==> src/rtl/dp_dm_regs.sv <==
// Minimal RISC-V debug module register file sitting behind the DMI transport.
// Decodes data0/dmcontrol/dmstatus/abstractcs/command, drives hart halt/resume
// requests and runs access-register abstract commands through a req/ack handshake.
module dp_dm_regs #(
  parameter int ABITS      = 7,
  parameter int TIMEOUT    = 255,
  parameter int DM_VERSION = 2
) (
  input  logic             tck,
  input  logic             trst,
  input  logic             dmi_req,
  input  logic [ABITS-1:0] dmi_address,
  input  logic [31:0]      dmi_wdata,
  input  logic [1:0]       dmi_op,
  output logic [31:0]      dmi_rdata,
  output logic             dmi_busy,
  output logic             halt_req,
  output logic             resume_req,
  input  logic             halted,
  input  logic             running,
  output logic             ar_req,
  output logic             ar_write,
  output logic [15:0]      ar_regno,
  output logic [31:0]      ar_wdata,
  input  logic [31:0]      ar_rdata,
  input  logic             ar_ack
);

  localparam int CW = $clog2(TIMEOUT + 1);

  localparam logic [ABITS-1:0] A_DATA0      = ABITS'('h04);
  localparam logic [ABITS-1:0] A_DMCONTROL  = ABITS'('h10);
  localparam logic [ABITS-1:0] A_DMSTATUS   = ABITS'('h11);
  localparam logic [ABITS-1:0] A_ABSTRACTCS = ABITS'('h16);
  localparam logic [ABITS-1:0] A_COMMAND    = ABITS'('h17);

  typedef enum logic {
    IDLE = 1'b0,
    REQ  = 1'b1
  } state_t;

  state_t          state_reg, state_next;
  logic [CW-1:0]   cnt_reg;
  logic [31:0]     data0_reg;
  logic            haltreq_reg;
  logic            ndmreset_reg;
  logic            dmactive_reg;
  logic [2:0]      cmderr_reg;
  logic            resumeack_reg;
  logic            resume_wait_reg;
  logic            resume_req_reg;
  logic            ar_write_reg;
  logic [15:0]     ar_regno_reg;
  logic [31:0]     ar_wdata_reg;
  logic [31:0]     dmi_rdata_reg;

  logic            wr, rd;
  logic            wr_data0, wr_dmcontrol, wr_abstractcs, wr_command, rd_data0;
  logic            dmactive_next;
  logic            busy;
  logic            busy_err;
  logic            cmd_start, cmd_done;
  logic            cmderr_set;
  logic [2:0]      cmderr_val;
  logic [31:0]     rdata_mux;

  assign wr            = dmi_req && (dmi_op == 2'd2);
  assign rd            = dmi_req && (dmi_op == 2'd1);
  assign wr_data0      = wr && (dmi_address == A_DATA0);
  assign wr_dmcontrol  = wr && (dmi_address == A_DMCONTROL);
  assign wr_abstractcs = wr && (dmi_address == A_ABSTRACTCS);
  assign wr_command    = wr && (dmi_address == A_COMMAND);
  assign rd_data0      = rd && (dmi_address == A_DATA0);

  // dmactive as it will be after this edge; a write of 0 deactivates the DM at
  // the same edge, so a simultaneous ar_ack loses against the abort.
  assign dmactive_next = wr_dmcontrol ? dmi_wdata[0] : dmactive_reg;
  assign busy          = (state_reg == REQ);
  assign busy_err      = busy && (wr_command || wr_abstractcs || wr_data0 || rd_data0);

  assign dmi_rdata  = dmi_rdata_reg;
  assign dmi_busy   = busy;
  assign halt_req   = haltreq_reg & dmactive_reg;
  assign resume_req = resume_req_reg;
  assign ar_req     = busy;
  assign ar_write   = ar_write_reg;
  assign ar_regno   = ar_regno_reg;
  assign ar_wdata   = ar_wdata_reg;

  // Abstract command state register.
  always_ff @(posedge tck or posedge trst) begin
    if (trst) state_reg <= IDLE;
    else      state_reg <= state_next;
  end

  // Abstract command sequencing: command decode, ack handling and timeout.
  always_comb begin
    state_next = state_reg;
    cmd_start  = 1'b0;
    cmd_done   = 1'b0;
    cmderr_set = 1'b0;
    cmderr_val = 3'd0;
    if (!dmactive_next) begin
      state_next = IDLE;
    end else begin
      case (state_reg)
        IDLE: begin
          if (wr_command && (cmderr_reg == 3'd0)) begin
            if (dmi_wdata[31:24] != 8'd0) begin
              cmderr_set = 1'b1;
              cmderr_val = 3'd2;
            end else if (!dmi_wdata[17]) begin
              // transfer=0: nothing to do
            end else if (!halted) begin
              cmderr_set = 1'b1;
              cmderr_val = 3'd4;
            end else begin
              cmd_start  = 1'b1;
              state_next = REQ;
            end
          end
        end
        REQ: begin
          if (ar_ack) begin
            cmd_done   = 1'b1;
            state_next = IDLE;
          end else if (cnt_reg == CW'(TIMEOUT)) begin
            cmderr_set = 1'b1;
            cmderr_val = 3'd3;
            state_next = IDLE;
          end
        end
        default: state_next = IDLE;
      endcase
    end
  end

  // Cycles spent waiting for ar_ack; restarts on every entry to REQ.
  always_ff @(posedge tck or posedge trst) begin
    if (trst)
      cnt_reg <= '0;
    else if (cmd_start)
      cnt_reg <= '0;
    else if (busy && (cnt_reg != CW'(TIMEOUT)))
      cnt_reg <= cnt_reg + 1'b1;
  end

  // dmcontrol fields; everything but dmactive is held clear while inactive.
  always_ff @(posedge tck or posedge trst) begin
    if (trst) begin
      dmactive_reg <= 1'b0;
      haltreq_reg  <= 1'b0;
      ndmreset_reg <= 1'b0;
    end else begin
      dmactive_reg <= dmactive_next;
      if (!dmactive_next) begin
        haltreq_reg  <= 1'b0;
        ndmreset_reg <= 1'b0;
      end else if (wr_dmcontrol) begin
        haltreq_reg  <= dmi_wdata[31];
        ndmreset_reg <= dmi_wdata[1];
      end
    end
  end

  // Resume pulse and resumeack tracking: ack on the first running cycle after the pulse.
  always_ff @(posedge tck or posedge trst) begin
    if (trst) begin
      resume_req_reg  <= 1'b0;
      resume_wait_reg <= 1'b0;
      resumeack_reg   <= 1'b0;
    end else begin
      resume_req_reg <= wr_dmcontrol && dmi_wdata[30] && halted && dmactive_next;
      if (!dmactive_next) begin
        resume_wait_reg <= 1'b0;
        resumeack_reg   <= 1'b0;
      end else if (wr_dmcontrol && dmi_wdata[30]) begin
        resume_wait_reg <= halted;
        resumeack_reg   <= 1'b0;
      end else if (resume_wait_reg && running) begin
        resume_wait_reg <= 1'b0;
        resumeack_reg   <= 1'b1;
      end
    end
  end

  // data0: host writes when idle, hart read data on a completed read command.
  always_ff @(posedge tck or posedge trst) begin
    if (trst)
      data0_reg <= '0;
    else if (!dmactive_next)
      data0_reg <= '0;
    else if (cmd_done && !ar_write_reg)
      data0_reg <= ar_rdata;
    else if (wr_data0 && !busy)
      data0_reg <= dmi_wdata;
  end

  // cmderr: FSM errors first, then busy violations, then W1C clearing.
  always_ff @(posedge tck or posedge trst) begin
    if (trst)
      cmderr_reg <= 3'd0;
    else if (!dmactive_next)
      cmderr_reg <= 3'd0;
    else if (cmderr_set)
      cmderr_reg <= cmderr_val;
    else if (busy_err && (cmderr_reg == 3'd0))
      cmderr_reg <= 3'd1;
    else if (wr_abstractcs && !busy)
      cmderr_reg <= cmderr_reg & ~dmi_wdata[10:8];
  end

  // Latch the abstract access parameters when a command launches.
  always_ff @(posedge tck or posedge trst) begin
    if (trst) begin
      ar_write_reg <= 1'b0;
      ar_regno_reg <= '0;
      ar_wdata_reg <= '0;
    end else if (cmd_start) begin
      ar_write_reg <= dmi_wdata[16];
      ar_regno_reg <= dmi_wdata[15:0];
      ar_wdata_reg <= data0_reg;
    end
  end

  // Read data multiplexer over the register map.
  always_comb begin
    rdata_mux = '0;
    case (dmi_address)
      A_DATA0:     rdata_mux = data0_reg;
      A_DMCONTROL: rdata_mux = {haltreq_reg, 29'd0, ndmreset_reg, dmactive_reg};
      A_DMSTATUS: begin
        rdata_mux[17]  = resumeack_reg;
        rdata_mux[11]  = running;
        rdata_mux[9]   = halted;
        rdata_mux[3:0] = 4'(DM_VERSION);
      end
      A_ABSTRACTCS: begin
        rdata_mux[12]   = busy;
        rdata_mux[10:8] = cmderr_reg;
        rdata_mux[3:0]  = 4'd1;
      end
      default: rdata_mux = '0;
    endcase
  end

  // Registered read data, held until the next read.
  always_ff @(posedge tck or posedge trst) begin
    if (trst)    dmi_rdata_reg <= '0;
    else if (rd) dmi_rdata_reg <= rdata_mux;
  end

endmodule
==> config.mk <==
export PLATFORM = sky130hd
export DESIGN_NAME = dp_dm_regs
export DESIGN_NICKNAME = d
export VERILOG_FILES = /design/src/rtl/dp_dm_regs.sv
export SDC_FILE = /design/constraint.sdc
export NUM_CORES = 1
export LEC_CHECK = 0
export ABC_AREA = 1
export CAP_MARGIN = 15
export CORE_MARGIN = 8
export CORE_UTILIZATION = 45
export DETAILED_ROUTE_END_ITERATION = 10
export PLACE_DENSITY = 0.87
export SLEW_MARGIN = 20
export SYNTH_ARGS = -nofsm -noshare
export SYNTH_HDL_FRONTEND = slang
export SYNTH_SLANG_ARGS = --single-unit
==> constraint.sdc <==
create_clock -name tck -period 6.95 [get_ports tck]
set_input_delay 0.695 -clock tck [delete_from_list [all_inputs] [get_ports tck]]
set_output_delay 0.695 -clock tck [all_outputs]
set_load 0.01 [all_outputs]
# Word-level counts from Yosys, hierarchy flattened
# Cells that the tools add are included.
dict set report word_totals {
  register_bits 131
  in_bits 79
}
dict set report classes {
  n_addsub 1
  n_eq_ne 13
  muxes 58
  bitwise 4
  n_reduce_logical 26
}
# cell count
set ops {}
lappend ops {{2-to-1 mux 32 bit} 3}
lappend ops {{2-to-1 mux 1 bit} 30}
lappend ops {{equality test 7 x 5 -> 1 bit, second input constant} 4}
lappend ops {{case mux 14 bit (2 select lines)} 1}
lappend ops {{2-to-1 mux 3 bit} 8}
lappend ops {{logical AND 1 bit} 18}
lappend ops {{2-to-1 mux 8 bit} 2}
lappend ops {{case mux 4 bit (4 select lines)} 1}
lappend ops {{case mux 1 bit (2 select lines)} 7}
lappend ops {{adder 8 x 1 -> 8 bit, second input constant} 1}
lappend ops {{equality test 8 bit, second input constant} 1}
lappend ops {{2-to-1 mux 4 bit} 2}
lappend ops {{inequality test 8 bit, second input constant} 1}
lappend ops {{nonzero test 8 bit} 1}
lappend ops {{equality test 7 x 3 -> 1 bit, second input constant} 1}
lappend ops {{inequality test 3 x 1 -> 1 bit, second input constant} 2}
lappend ops {{case mux 3 bit (2 select lines)} 1}
lappend ops {{2-to-1 mux 2 bit} 2}
lappend ops {{inequality test 4 x 1 -> 1 bit, second input constant} 1}
lappend ops {{AND 3 bit} 1}
lappend ops {{logical NOT 3 bit} 1}
lappend ops {{logical OR 1 bit} 3}
lappend ops {{NOT 3 bit} 1}
lappend ops {{case mux 1 bit (3 select lines)} 1}
lappend ops {{other kinds (7)} 8}

# Logic depth before layout (Yosys ltp)
# Gate-level depths: netlist (run 1).
dict set report depth {
  depth_word 11
  depth_mapped 13
  ltp_nobuf 12
}

# Worst setup path after synthesis (run 1)
# OpenSTA, ideal clock, no wires.
dict set report synth_timing {
  path_kind {input to register}
  start {in dmi_address[3]}
  end {reg cmderr_reg[0]}
  t_arrival_ns 1.817
  required_ns 6.833
  path_slack_ns 5.015
  stages 11
  n_path_buf 1
  cell_sequence {inv_1 nand2_4 nor3_4 nand3_2 nand2_4 buf_12 inv_8 nor2_4 nand2_4 nand3_1 nand2_1}
}
# item line
set synth_rtl {}
lappend synth_rtl {{from (decl)} 12} ;# input logic [ABITS-1:0] dmi_address,
lappend synth_rtl {{equality test 7 x 5 -> 1 bit (*)} 70} ;# assign wr_dmcontrol = wr && (dmi_address == A_DMCONTROL);
lappend synth_rtl {{logical AND 1 bit (*)} 70}
lappend synth_rtl {{2-to-1 mux 1 bit (*)} 77} ;# assign dmactive_next = wr_dmcontrol ? dmi_wdata[0] : dmactive_reg;
lappend synth_rtl {{via dmactive_next} 59} ;# logic dmactive_next;
lappend synth_rtl {{2-to-1 mux 1 bit} 103} ;# if (!dmactive_next) begin
lappend synth_rtl {{2-to-1 mux 3 bit} 205} ;# else if (cmderr_set)
lappend synth_rtl {{2-to-1 mux 3 bit} 203} ;# else if (!dmactive_next)
lappend synth_rtl {{to (signal assigned)} 206} ;# cmderr_reg <= cmderr_val;
lappend synth_rtl {{to (signal assigned)} 210} ;# cmderr_reg <= cmderr_reg & ~dmi_wdata[10:8];
lappend synth_rtl {{to (decl)} 48} ;# logic [2:0] cmderr_reg;
# The timed path passes the listed nets; every way through them passes the cells marked *.
# A chain may end at the register's enable or synchronous reset.

# Worst setup path after layout (run 1)
dict set report layout_timing {
  start {in dmi_op[1]}
  end {reg ar_wdata_reg[10], in the netlist ar_wdata[10]}
}
dict set report layout_between {
  elab_chain_len 7
}
# item line
set layout_rtl {}
lappend layout_rtl {{from (decl)} 14} ;# input logic [1:0] dmi_op,
lappend layout_rtl {{equality test 2 bit (*)} 67} ;# assign wr = dmi_req && (dmi_op == 2'd2);
lappend layout_rtl {{logical AND 1 bit (*)} 67}
lappend layout_rtl {{logical AND 1 bit} 72} ;# assign wr_command = wr && (dmi_address == A_COMMAND);
lappend layout_rtl {{logical AND 1 bit} 108} ;# if (wr_command && (cmderr_reg == 3'd0)) begin
lappend layout_rtl {{2-to-1 mux 1 bit} 108}
lappend layout_rtl {{2-to-1 mux 1 bit} 106} ;# case (state_reg)
lappend layout_rtl {{2-to-1 mux 1 bit (*)} 103}
lappend layout_rtl {{to (signal assigned)} 222} ;# ar_wdata_reg <= data0_reg;
lappend layout_rtl {{to (decl)} 54} ;# logic [31:0] ar_wdata_reg;
# Every way passes the cells marked *; elsewhere a longest branch is shown, timed or not.

==> reports/summary.md, run 1 <==
Setup repair after global routing left no endpoint under its margin. STA classifies the critical path endpoint as a register. Leaving out fill and tap cells, the most frequent cells in the layout are clkdlybuf4s50_1 (163), dfrtp_1 (131), nand2_1 (117). The number of hold buffers added after CTS was 0.

The peak clock frequency supported by timing is 343 MHz, and the remaining routing DRC violations is 0. The later pin in the worst-skew pair is clocked with a latency of 0.42 ns. For the slack of the worst reg-to-reg path, the log shows 4.40 ns.

The critical path is of the input pin to register type. The critical path required time was 7.29 ns. The cell chosen for the clock root is clkbuf_16. STA classifies the critical path startpoint as an input pin. The core region area was 13100 µm². Yosys mapped a number of flops with a built-in enable equal to 0.

The number of distinct library cells after synthesis was 37. The transition time at the pin with the least slew margin is 0.823 ns, and the via count of the first global-routing pass is 5490. The detailed-placement wirelength estimate is 12100 µm, and the design area is 8290 µm².

Dividing the detail-routed via count by the number of cells gives 5.37. For the worst setup path, the data arrival time is 3.26 ns. The final hold violation count was 0.

The final weighted congestion of routability-driven global placement was 0.853; the count of buffers inserted at the top-level ports was 163. Timing analysis after detailed placement gives a worst setup slack of 3.05 ns. Counting every net in the synthesized netlist gives 723.

Summed over all cells, the static leakage comes to 3.77 nW. The number of clock sinks seen by CTS is 131. Detailed routing inserted a total of 5304 vias. The run gives 7600 µm² as the instance area at placement. The average instance in the mapped netlist occupies 9.25 µm². The initial core utilization is 45.4%.

The y dimension of the die was 131 µm; the number of nets with antenna violations after detailed routing was 0. The clock arrives with 0.0106 ns of skew. The detailed-route wire length per cell came out at 18.3 µm.

The tools report the first element of the critical path as dmi_op[1]. The count of mapped cells out of synthesis was 643. The flip-flop cell with the highest count after synthesis was dfrtp_1. For this run the aggregate overflow at the end of global routing stands at 0. TritonCTS built the clock tree. After synthesis, the share of flip-flops with an asynchronous set or reset is 100%.

The commonest non-fill, non-tap cell in the layout was clkdlybuf4s50_1. Setup violations remaining at the end of the flow were counted as 0. The worst hold path was traced through 2 stages. Wire length of the first global-routing pass: 28200 µm.

CTS built an H-tree with a depth of 4. The tools report the clock buffer count from CTS as 17. The tools report the sum of negative setup slack as 0 ns.

The worst register-to-register path ends at data0_reg[11]. In this run the critical register-to-register path is launched from ar_req. The power density over cell area is 224 nW/µm², and the count of yosys warnings during synthesis is 0.

For this block, the initial DRC count from the detailed router was 700. For the initial antenna violation count, the log shows 0. The die covers 17200 µm². Post-CTS repair changed the size of 0 cells. The flow ran to the end, and the final reports show no timing, DRC or antenna violations.

At the end of the flow, the number of nets in the layout was 877. Clock-pin slew was measured on the worst setup and hold paths at 0.06 ns. In the post-route analysis, the smallest setup slack over all paths is 4.03 ns. The path with the worst hold slack has its endpoint at ar_wdata[7]. The biggest fanout along the worst timing path came out at 35. After floorplanning, the core was divided into 42 placement rows. Of the cells placed in the final design, the portion with a size suffix greater than 1 is 10.1%.

Synthesis inferred 131 register bits. The floorplan step set the die width to 131 µm. In this run the post-CTS setup repair buffer count came out at 0.

The run gives 0.183 mV as the maximum VDD drop. The worst hold path begins at ar_wdata[7]. The number of search-and-repair iterations in the first detailed-routing pass came out at 5.

Entering global routing, the biggest net connects 72 pins. After synthesis, flip-flops and latches occupy 55.1% of the total area. The routed design has 18100 µm of wire. The tool flagged a number of max-cap violations equal to 0. The worst path uses 41.9% of the clock period. Subtracting the final worst setup slack from the clock period gives 2.92 ns. Pin placement for this block handled 164 I/O pins. The run gives 0 as the final count of pins violating max slew. The cell area that synthesis handed to floorplanning was 5950 µm². From synthesis to final layout, the design area changed by 39.4%. Global routing used 21.4% of the available tracks across all layers. The number of cells traversed by the worst register-to-register path is 6.

The worst hold path belongs to the class register to register. The headroom to the max-slew limit is 44.6%, and the largest buffer count on any clock path is 2.
==> cell families (layout without fill, tap and decap cells) <==
| logic type | Yosys count | in the layout | share of synthesized area [%] |
|---|---|---|---|
| buffers and inverters | 115 | 282 | 9.28 |
| XOR/XNOR | 2 | 2 | 0.295 |
| multiplexers | 12 | 12 | 2.02 |
| adder cells (fa/ha/maj) | 1 | 1 | 0.210 |
| AO/OA/AOI/OAI | 185 | 185 | 18.1 |
| flip-flops | 131 | 131 | 55.1 |
| other | 0 | 1 | 0 |
| AND/OR/NAND/NOR | 197 | 197 | 15.0 |
==> how the worst max path moves through the flow <==
stage,end,slack [ns],cells past startpoint
6_report,ar_wdata[10],4.03,11
3_3_place_gp,ar_wdata[10],3.14,10
4_1_cts,ar_wdata[10],3.42,10
5_1_grt,cmderr_reg[0],3.88,12
2_1_floorplan,ar_regno[0],2.76,1
3_5_place_dp,ar_wdata[25],3.05,10
==> Yosys cell counts, types with 2 or more instances <==
cell type  instances  share of area [%]
xor2_1             2               0.29
dfrtp_1          131                 55
inv_2              3               0.19
mux2i_1           12                2.0
o211ai_1           3               0.38
nand2_1          118                7.4
clkbuf_1          13               0.82
o22ai_1           33                3.5
inv_1             77                4.9
nand2_2            5               0.53
nor3_1             6               0.50
nor2_2             2               0.21
nand2_4            4               0.76
o21ai_1           29                2.4
nor4_1             2               0.21
o21ai_0           84                7.1
o31ai_1            2               0.25
buf_4              7               0.88
a21oi_1            8               0.67
buf_2              4               0.34
nor2_1            31                2.0
nand3_1           23                1.9
o21ai_2           21                3.1
buf_6              7                1.3
o221ai_1           4               0.59
==> worst max-delay path, cell delays in order <==
cell and delay, ns:
clkdlybuf4s50_1 0.46, buf_4 0.33, nand3_1 0.22, nor2_2 0.26, nand2_2 0.09, nand2_2 0.10, nand2_4 0.14, nand4_4 0.29
buf_4 0.43, nand2_1 0.13, o21ai_2 0.07
==> power breakdown <==
part	internal [mW]	switching (mW)	total (mW)
Clock	0.650	0.345	0.996
Sequential	0.763	0.000291	0.764
Combinational	0.0478	0.0502	0.0980
Total	1.46	0.396	1.86
==> per-layer routing <==
layer / global-route usage, % / vias to the layer above / share of wire [%]
met3: 5.44 / 49 / 6.9
li1: - / 2449 / -
met5: 0 / - / 0
met4: 13.0 / 0 / 3.8
met2: 35.2 / 230 / 51
met1: 24.8 / 2576 / 39
==> per-stage QoR <==
step / power [mW] / instances / utilization (%) / hold slack, ns
2_1_floorplan: 0.815 / 643 / - / 0.453
3_3_place_gp: 0.873 / 953 / 58.1 / 0.465
3_5_place_dp: 0.874 / 953 / 58.1 / 0.469
4_1_cts: 1.86 / 985 / 63.1 / 0.487
5_1_grt: 1.90 / 986 / 63.3 / 0.499
6_report: 1.86 / 987 / 63.3 / 0.480
==> layout make-up <==
type	instances	area, µm²
Clock inverter	14	225
Sequential cell	131	3280
Tap cell	176	220
Multi-Input combinational cell	397	2120
Inverter	81	314
Timing Repair Buffer	169	1690
Clock buffer	18	439
Antenna cell	1	2.50
Fill cell	953	4800
No activity file was read; power rests on OpenSTA's default activity.
==> run 2, diff against run 1 <==
==> constraint.sdc (replaced) <==
create_clock -name tck -period 2.8 [get_ports tck]
set_input_delay 0.28 -clock tck [delete_from_list [all_inputs] [get_ports tck]]
set_output_delay 0.28 -clock tck [all_outputs]
set_load 0.01 [all_outputs]
==> run 2 against run 1 <==
  * Total power rose by 150%
  * Via count shrank 1.0%
  * Critical path depth fell by 5
  * Combinational power grew to 2.6 times the previous value
  * Sequential power up 150%
  * Hold slack worse by 0.26 ns
  * Count of clock-buffer cells in the layout is 1 higher
  * Setup slack worse by 3.4 ns
  * Utilization up 0.50 points
  * Clock power up 150%
  * Sequential share of layout area down 0.31 points
  * Flip-flop and latch count did not move
  * Largest cell class unchanged
  * Largest power group unchanged
==> reports/summary.md, run 2 (synthesized netlist as in run 1, its figures left out) <==
The design area is 8350 µm² (was 8290 µm²), and the total of fill cells in the finished design is 1008 (was 953). The critical path required time is 3.10 ns (was 7.29 ns). The area growth from synthesis to final layout is 40.5% (was 39.4%).

Cell class contributing the biggest share of worst-path delay: simple AND/OR/NAND/NOR gates (unchanged). The commonest non-fill, non-tap cell in the layout was clkdlybuf4s50_1 (unchanged). The tools report the final count of pins violating max slew as 0 (unchanged). The detail-routed via count per cell came out at 5.30 (was 5.37).

The final worst clock skew is 0.0101 ns (was 0.0106 ns), and the sum of buffers and inverters on the critical path is 1 (was 3). The standard-cell row count is 42 (unchanged), and the total inserted antenna cells is 0 (was 1). The number of search-and-repair iterations in the first detailed-routing pass is 5 (unchanged), and the instance area at placement is 7690 µm² (was 7600 µm²). Core region area: 13100 µm² (unchanged). The overall via count from detail_route is 5249 (was 5304). The cell at the slowest stage of the critical path is dfrtp_1 (was clkdlybuf4s50_1).

For the number of gates resized after CTS, the log shows 0 (unchanged). The final hold violation count came out at 0 (unchanged). The wire length reported by the detailed router is 17600 µm (was 18100 µm), and the detailed-placement wirelength estimate is 12000 µm (was 12100 µm). The CTS H-tree depth is 4 (unchanged), and the biggest fanout along the worst timing path is 32 (was 35). The tools report the type of origin of the critical path as a register (was an input pin).

The boundary pin count was 164 (unchanged); the count of buffers inserted at the top-level ports was 163 (unchanged). Worst endpoint data arrival time: 2.45 ns (was 3.26 ns). For the initial antenna violation count, the log shows 0 (unchanged). The total setup violations reported at the end of the flow came out at 0 (unchanged).

The clock buffer count from CTS was 17 (unchanged); the number of DRC markers in iteration 0 was 503 (was 700). The remaining routing DRC violations was 0 (unchanged). The logs give 0 (unchanged) for the number of post-CTS setup repair buffers and 17200 µm² (unchanged) for the die area. Cell breakdown of the critical path: inv_1 > nor2_1 > nand2_2 > nand2_1 > nand2_4 > o22ai_1 (was clkdlybuf4s50_1 > buf_4 > nand3_1 > nor2_2 > nand2_2 > nand2_2 > nand2_4 > nand4_4 > buf_4 > nand2_1 > o21ai_2). The logs give 5214 (was 5490) for the via count of the first global-routing pass and 37.3% (was 44.6%) for the headroom to the max-slew limit. Setup repair after global routing left no endpoint under its margin. The clock transition time at the flip-flop clock pins of the worst setup and hold paths is 0.06 ns (about the same), and the transition time at the pin with the least slew margin is 0.932 ns (was 0.823 ns). Initial core utilization: 45.4% (unchanged). The stage delay of the slowest cell on the critical path is 0.55 ns (was 0.46 ns). The run gives 21.1% (was 21.4%) as the global-route usage over all layers. The critical path start-end classification was register to register (was input pin to register). The remaining global-route overflow came out at 0 (unchanged). The tools report the final weighted congestion of routability-driven global placement as 0.834 (was 0.853). Largest buffer count on any clock path: 2 (unchanged). The run finished with clean final reports. The tools report the number of nets with antenna violations after detailed routing as 0 (unchanged).

The cell chosen for the clock root was clkbuf_16 (unchanged). In the finished design, the share of the clock period the worst path needs comes to 76.7%. The detailed-route wire length per cell works out to 17.8 µm (was 18.3 µm).

Commonest cells after routing, fill and taps aside: clkdlybuf4s50_1 (163), dfrtp_1 (131), nand2_1 (118) (was clkdlybuf4s50_1 (163), dfrtp_1 (131), nand2_1 (117)). The slack of the worst reg-to-reg path was 0.65 ns (was 4.40 ns). The count of hold buffers inserted by post-cts repair came out at 0 (unchanged). The reported leakage power was 3.80 nW (was 3.77 nW); the share of cells above drive strength 1 was 10.4% (was 10.1%).

The tools report the number of nets in the layout as 882 (was 877). The tools report the wire length of the first global-routing pass as 27600 µm (was 28200 µm). The kind of path behind the tightest hold check is input pin to async pin (was register to register). Kind of end point of the critical path: a register (unchanged). The largest net degree at the start of global routing came out at 54 (was 72). The maximum VDD drop was 0.412 mV (was 0.183 mV). Derived from the worst setup path, the maximum achievable clock frequency is 466 MHz. The reported max-cap violation count was 0 (unchanged); the y dimension of the die was 131 µm (unchanged). The latest clock arrival within the worst-skew pair was 0.41 ns (was 0.42 ns); the time the final worst path needs with I/O delays and setup was 2.15 ns. Width of the die: 131 µm (unchanged).

The power density over cell area works out to 551 nW/µm² (was 224 nW/µm²). The sum of negative setup slack was 0 ns (unchanged). The number of clock sinks seen by CTS is 131 (unchanged).

TritonCTS built the clock tree.
[run 2: changes by cell type in the layout (fill, tap and decap cells not counted), sizes merged]
cell and delta:
clkbuf +1, diode -1, clkinv +2, buf +5, inv -4
[run 2: path summary, 6_finish.rpt]
kind | cells after the start | endpoint | start
max in group asynchronous | 3 | dmi_rdata[29] | trst
max | 6 | data0_reg[14] | ar_req
min in group tck | 3 | ar_regno[15] | dmi_wdata[15]
max reg2reg | 6 | data0_reg[14] | ar_req
min | 2 | ar_regno[7] | trst
min reg2reg | 2 | ar_wdata[24] | ar_wdata[24]
[run 2: area by class of cell]
class	count	area [µm²]	area share (%)
Clock buffer	19	453	5.42
Clock inverter	12	205	2.46
Inverter	81	315	3.77
Multi-Input combinational cell	397	2120	25.3
Sequential cell	131	3280	39.2
Tap cell	176	220	2.64
Timing Repair Buffer	174	1760	21.1
[run 2: routing by layer]
| layer | wire length [µm] | up-vias | GRT usage (%) |
|---|---|---|---|
| met5 | 0 | - | 0 |
| met4 | 597 | 0 | 10.7 |
| met3 | 1110 | 38 | 4.06 |
| met2 | 8810 | 226 | 35.0 |
| met1 | 7060 | 2526 | 25.7 |
| li1 | - | 2459 | - |
[run 2: worst reg2reg max path: cells and delay by family, from the launching register on]
kind	cells	cell delay, ns
AO/OA/AOI/OAI	1	0.32
flip-flops	1	0.55
AND/OR/NAND/NOR	4	1.01
buffers and inverters	1	0.17
[run 2: power by group]
part           total [mW]  internal (mW)  leakage, nW  switching, mW
combinational       0.251          0.126         1.67          0.125
sequential           1.90           1.89         1.82       0.000685
clock                2.46           1.63        0.315          0.829
[run 2: stage by stage]
stage	cells	setup WS, ns	utilization (%)	hold slack (ns)	total power [mW]
5_1_grt	990	0.551	63.8	0.235	4.73
2_1_floorplan	643	0.897	-	0.376	2.02
3_5_place_dp	959	0.395	58.8	0.469	2.18
3_3_place_gp	959	0.487	58.8	0.464	2.18
4_1_cts	990	0.703	63.8	0.215	4.63
6_report	990	0.653	63.8	0.217	4.60
==> run 3, diff against run 2 <==
==> constraint.sdc (replaced) <==
create_clock -name tck -period 2 [get_ports tck]
set_input_delay 0.2 -clock tck [delete_from_list [all_inputs] [get_ports tck]]
set_output_delay 0.2 -clock tck [all_outputs]
set_load 0.01 [all_outputs]
==> run 3 against run 2 <==
  * Sequential share of layout area fell by 0.90 points
  * Count of clock-buffer cells in the layout fell by 1
  * Fmax rose by 22%
  * Clock power rose by 33%
  * Global-route usage rose by 0.10 points
  * Final area rose by 2.4%
  * Die area did not move
  * Sequential power rose by 39%
  * Routed wire length rose by 0.20%
  * First-iteration DRC count fell by 6.6%
  * Critical endpoint is now cmderr_reg[2]
  * Highest routed layer unchanged
==> reports/summary.md, run 3 (synthesized netlist as in run 1, its figures left out) <==
The global-route usage over all layers came out at 21.2% (was 21.1%). The sum of negative setup slack is 0 ns (unchanged). The logs give 0 (unchanged) for the reported max-cap violation count and 0 (unchanged) for the final hold violation count.

The area growth from synthesis to final layout came out at 43.8% (was 40.5%). The total instance count after detailed placement was 981 (was 959); the width of the die was 131 µm (unchanged). The biggest fanout along the worst timing path is 6 (was 32).

The share of cells above drive strength 1 was 12.9% (was 10.4%); the final worst hold slack was 0.0668 ns (was 0.217 ns). The design area was 8550 µm² (was 8350 µm²); the remaining global-route overflow was 0 (unchanged). The number of nets with antenna violations after detailed routing came out at 0 (unchanged). The y dimension of the die was 131 µm (unchanged); the instance area at placement was 7920 µm² (was 7690 µm²). The logs give 6.29 mW (was 4.60 mW) for the overall power and 0.42 ns (was 0.41 ns) for the latest clock arrival within the worst-skew pair. The power density over cell area was 735 nW/µm² (was 551 nW/µm²). The tools report the cell chosen for the clock root as clkbuf_16 (unchanged).

The count of buffers inserted at the top-level ports came out at 163 (unchanged). The logs give 0 (unchanged) for the final count of pins violating max slew and 17 (unchanged) for the clock buffer count from CTS. The standard-cell row count came out at 42 (unchanged). Critical path start-end classification: register to register (unchanged). The logs give 3.92 nW (was 3.80 nW) for the reported leakage power and 0.242 ns (was 0.653 ns) for the final worst slack.

The peak clock frequency supported by timing is 569 MHz (was 466 MHz). Setup repair after global routing left no endpoint under its margin. The core occupancy in the finished layout was 65.3% (was 63.8%); the transition time at the pin with the least slew margin was 0.471 ns (was 0.932 ns).

The maximum VDD drop was 0.494 mV (was 0.412 mV); the number of non-filler instances in the completed layout was 1014 (was 990). The footprint of the flip-flops and latches was 3280 µm² (unchanged). The final weighted congestion of routability-driven global placement came out at 0.905 (was 0.834). The total of fill cells in the finished design was 989 (was 1008); the boundary pin count was 164 (unchanged). The detailed-route wire length per cell works out to 17.4 µm (was 17.8 µm). The logs give 0 (unchanged) for the remaining routing DRC violations and 5430 (was 5214) for the via count of the first global-routing pass.

The tools report the critical path required time as 2.31 ns (was 3.10 ns). The largest net degree at the start of global routing is 77 (was 54), and the wire length reported by the detailed router is 17600 µm (about the same). The headroom to the max-slew limit is 68.3% (was 37.3%).

The tools report the final worst clock skew as 0.00442 ns (was 0.0101 ns). The run gives 1 (was 0) as the initial antenna violation count. The run gives 904 (was 882) as the number of nets in the layout. The detail-routed via count per cell was 5.26 (was 5.30); the number of clock sinks seen by CTS was 131 (unchanged). The kind of path behind the tightest hold check was input pin to async pin (unchanged). The largest buffer count on any clock path is 2 (unchanged), and the number of gates resized after CTS is 0 (unchanged).

The run finished with clean final reports. The type of origin of the critical path was a register (unchanged). For the minimum setup slack after placement, the log shows -0.0484 ns (was 0.395 ns). Initial core utilization: 45.4% (unchanged). The total setup violations reported at the end of the flow was 0 (unchanged); the worst endpoint data arrival time was 2.06 ns (was 2.45 ns). TritonCTS built the clock tree. The clock transition time at the flip-flop clock pins of the worst setup and hold paths was 0.06 ns (about the same). The CTS H-tree depth was 4 (unchanged); the time the final worst path needs with I/O delays and setup was 1.76 ns (was 2.15 ns). The detailed-placement wirelength estimate came out at 12300 µm (was 12000 µm). The number of search-and-repair iterations in the first detailed-routing pass was 6 (was 5); the count of hold buffers inserted by post-cts repair was 0 (unchanged). The run gives 0 (unchanged) as the number of post-CTS setup repair buffers. The area used by multi-input combinational logic was 2120 µm² (unchanged); the overall via count from detail_route was 5336 (was 5249). The number of DRC markers in iteration 0 is 470 (was 503). The tools report the kind of end point of the critical path as a register (unchanged). The share of the clock period used by the worst path was 87.9% (was 76.7%); the core region area was 13100 µm² (unchanged).

The wire length of the first global-routing pass came out at 27900 µm (was 27600 µm). Commonest non-fill, non-tap cell in the layout: clkdlybuf4s50_1 (unchanged). Commonest cells after routing, fill and taps aside: clkdlybuf4s50_1 (163), dfrtp_1 (131), nand2_1 (118) (unchanged).

The die area is 17200 µm² (unchanged).
## run 3: changes by cell type in the layout (fill, tap and decap cells not counted), sizes merged
cell | before | now
buf | 11 | 33
bufinv | 5 | 4
clkbuf | 19 | 18
clkinv | 5 | 6
clkinvlp | 3 | 4
diode | 0 | 1
inv | 80 | 81
## run 3: worst paths after layout
kind / start / to / slack [ns] / cells after the start
min in group tck: dmi_wdata[13] / ar_regno[13] / 0.36 / 3
worst min-delay path: trst / ar_regno[7] / 0.07 / 2
max in group asynchronous: trst / ar_regno[1] / 1.28 / 3
worst min register to register: ar_wdata[9] / ar_wdata[9] / 0.48 / 2
worst max register to register: cmderr_reg[2] / cmderr_reg[2] / 0.24 / 11
worst max-delay path: cmderr_reg[2] / cmderr_reg[2] / 0.24 / 11
## run 3: per-layer routing
| layer | track usage [%] | wire length, µm |
|---|---|---|
| met5 | 0 | 0 |
| met4 | 13.0 | 804 |
| met3 | 3.90 | 1080 |
| met2 | 34.7 | 8800 |
| met1 | 25.5 | 6930 |
## run 3: layout make-up
cell class | instances | area share, %
Antenna cell | 1 | 0.0293
Clock buffer | 18 | 5.14
Clock inverter | 14 | 2.17
Inverter | 81 | 3.69
Multi-Input combinational cell | 397 | 24.8
Sequential cell | 131 | 38.3
Tap cell | 176 | 2.58
Timing Repair Buffer | 196 | 23.3
## run 3: power breakdown
group / internal (mW) / switching, mW
clock: 2.11 / 1.16
sequential: 2.65 / 0.00103
combinational: 0.189 / 0.180
## run 3: critical path, stage by stage (launching register included)
cell	delay (ns)
dfrtp_1	0.40
nor3_1	0.31
buf_4	0.18
nand3_1	0.11
inv_1	0.10
nand2_1	0.06
nand2_1	0.17
nor2_4	0.09
nand2_1	0.07
nand2_1	0.05
nand2_1	0.06
nand2_1	0.05
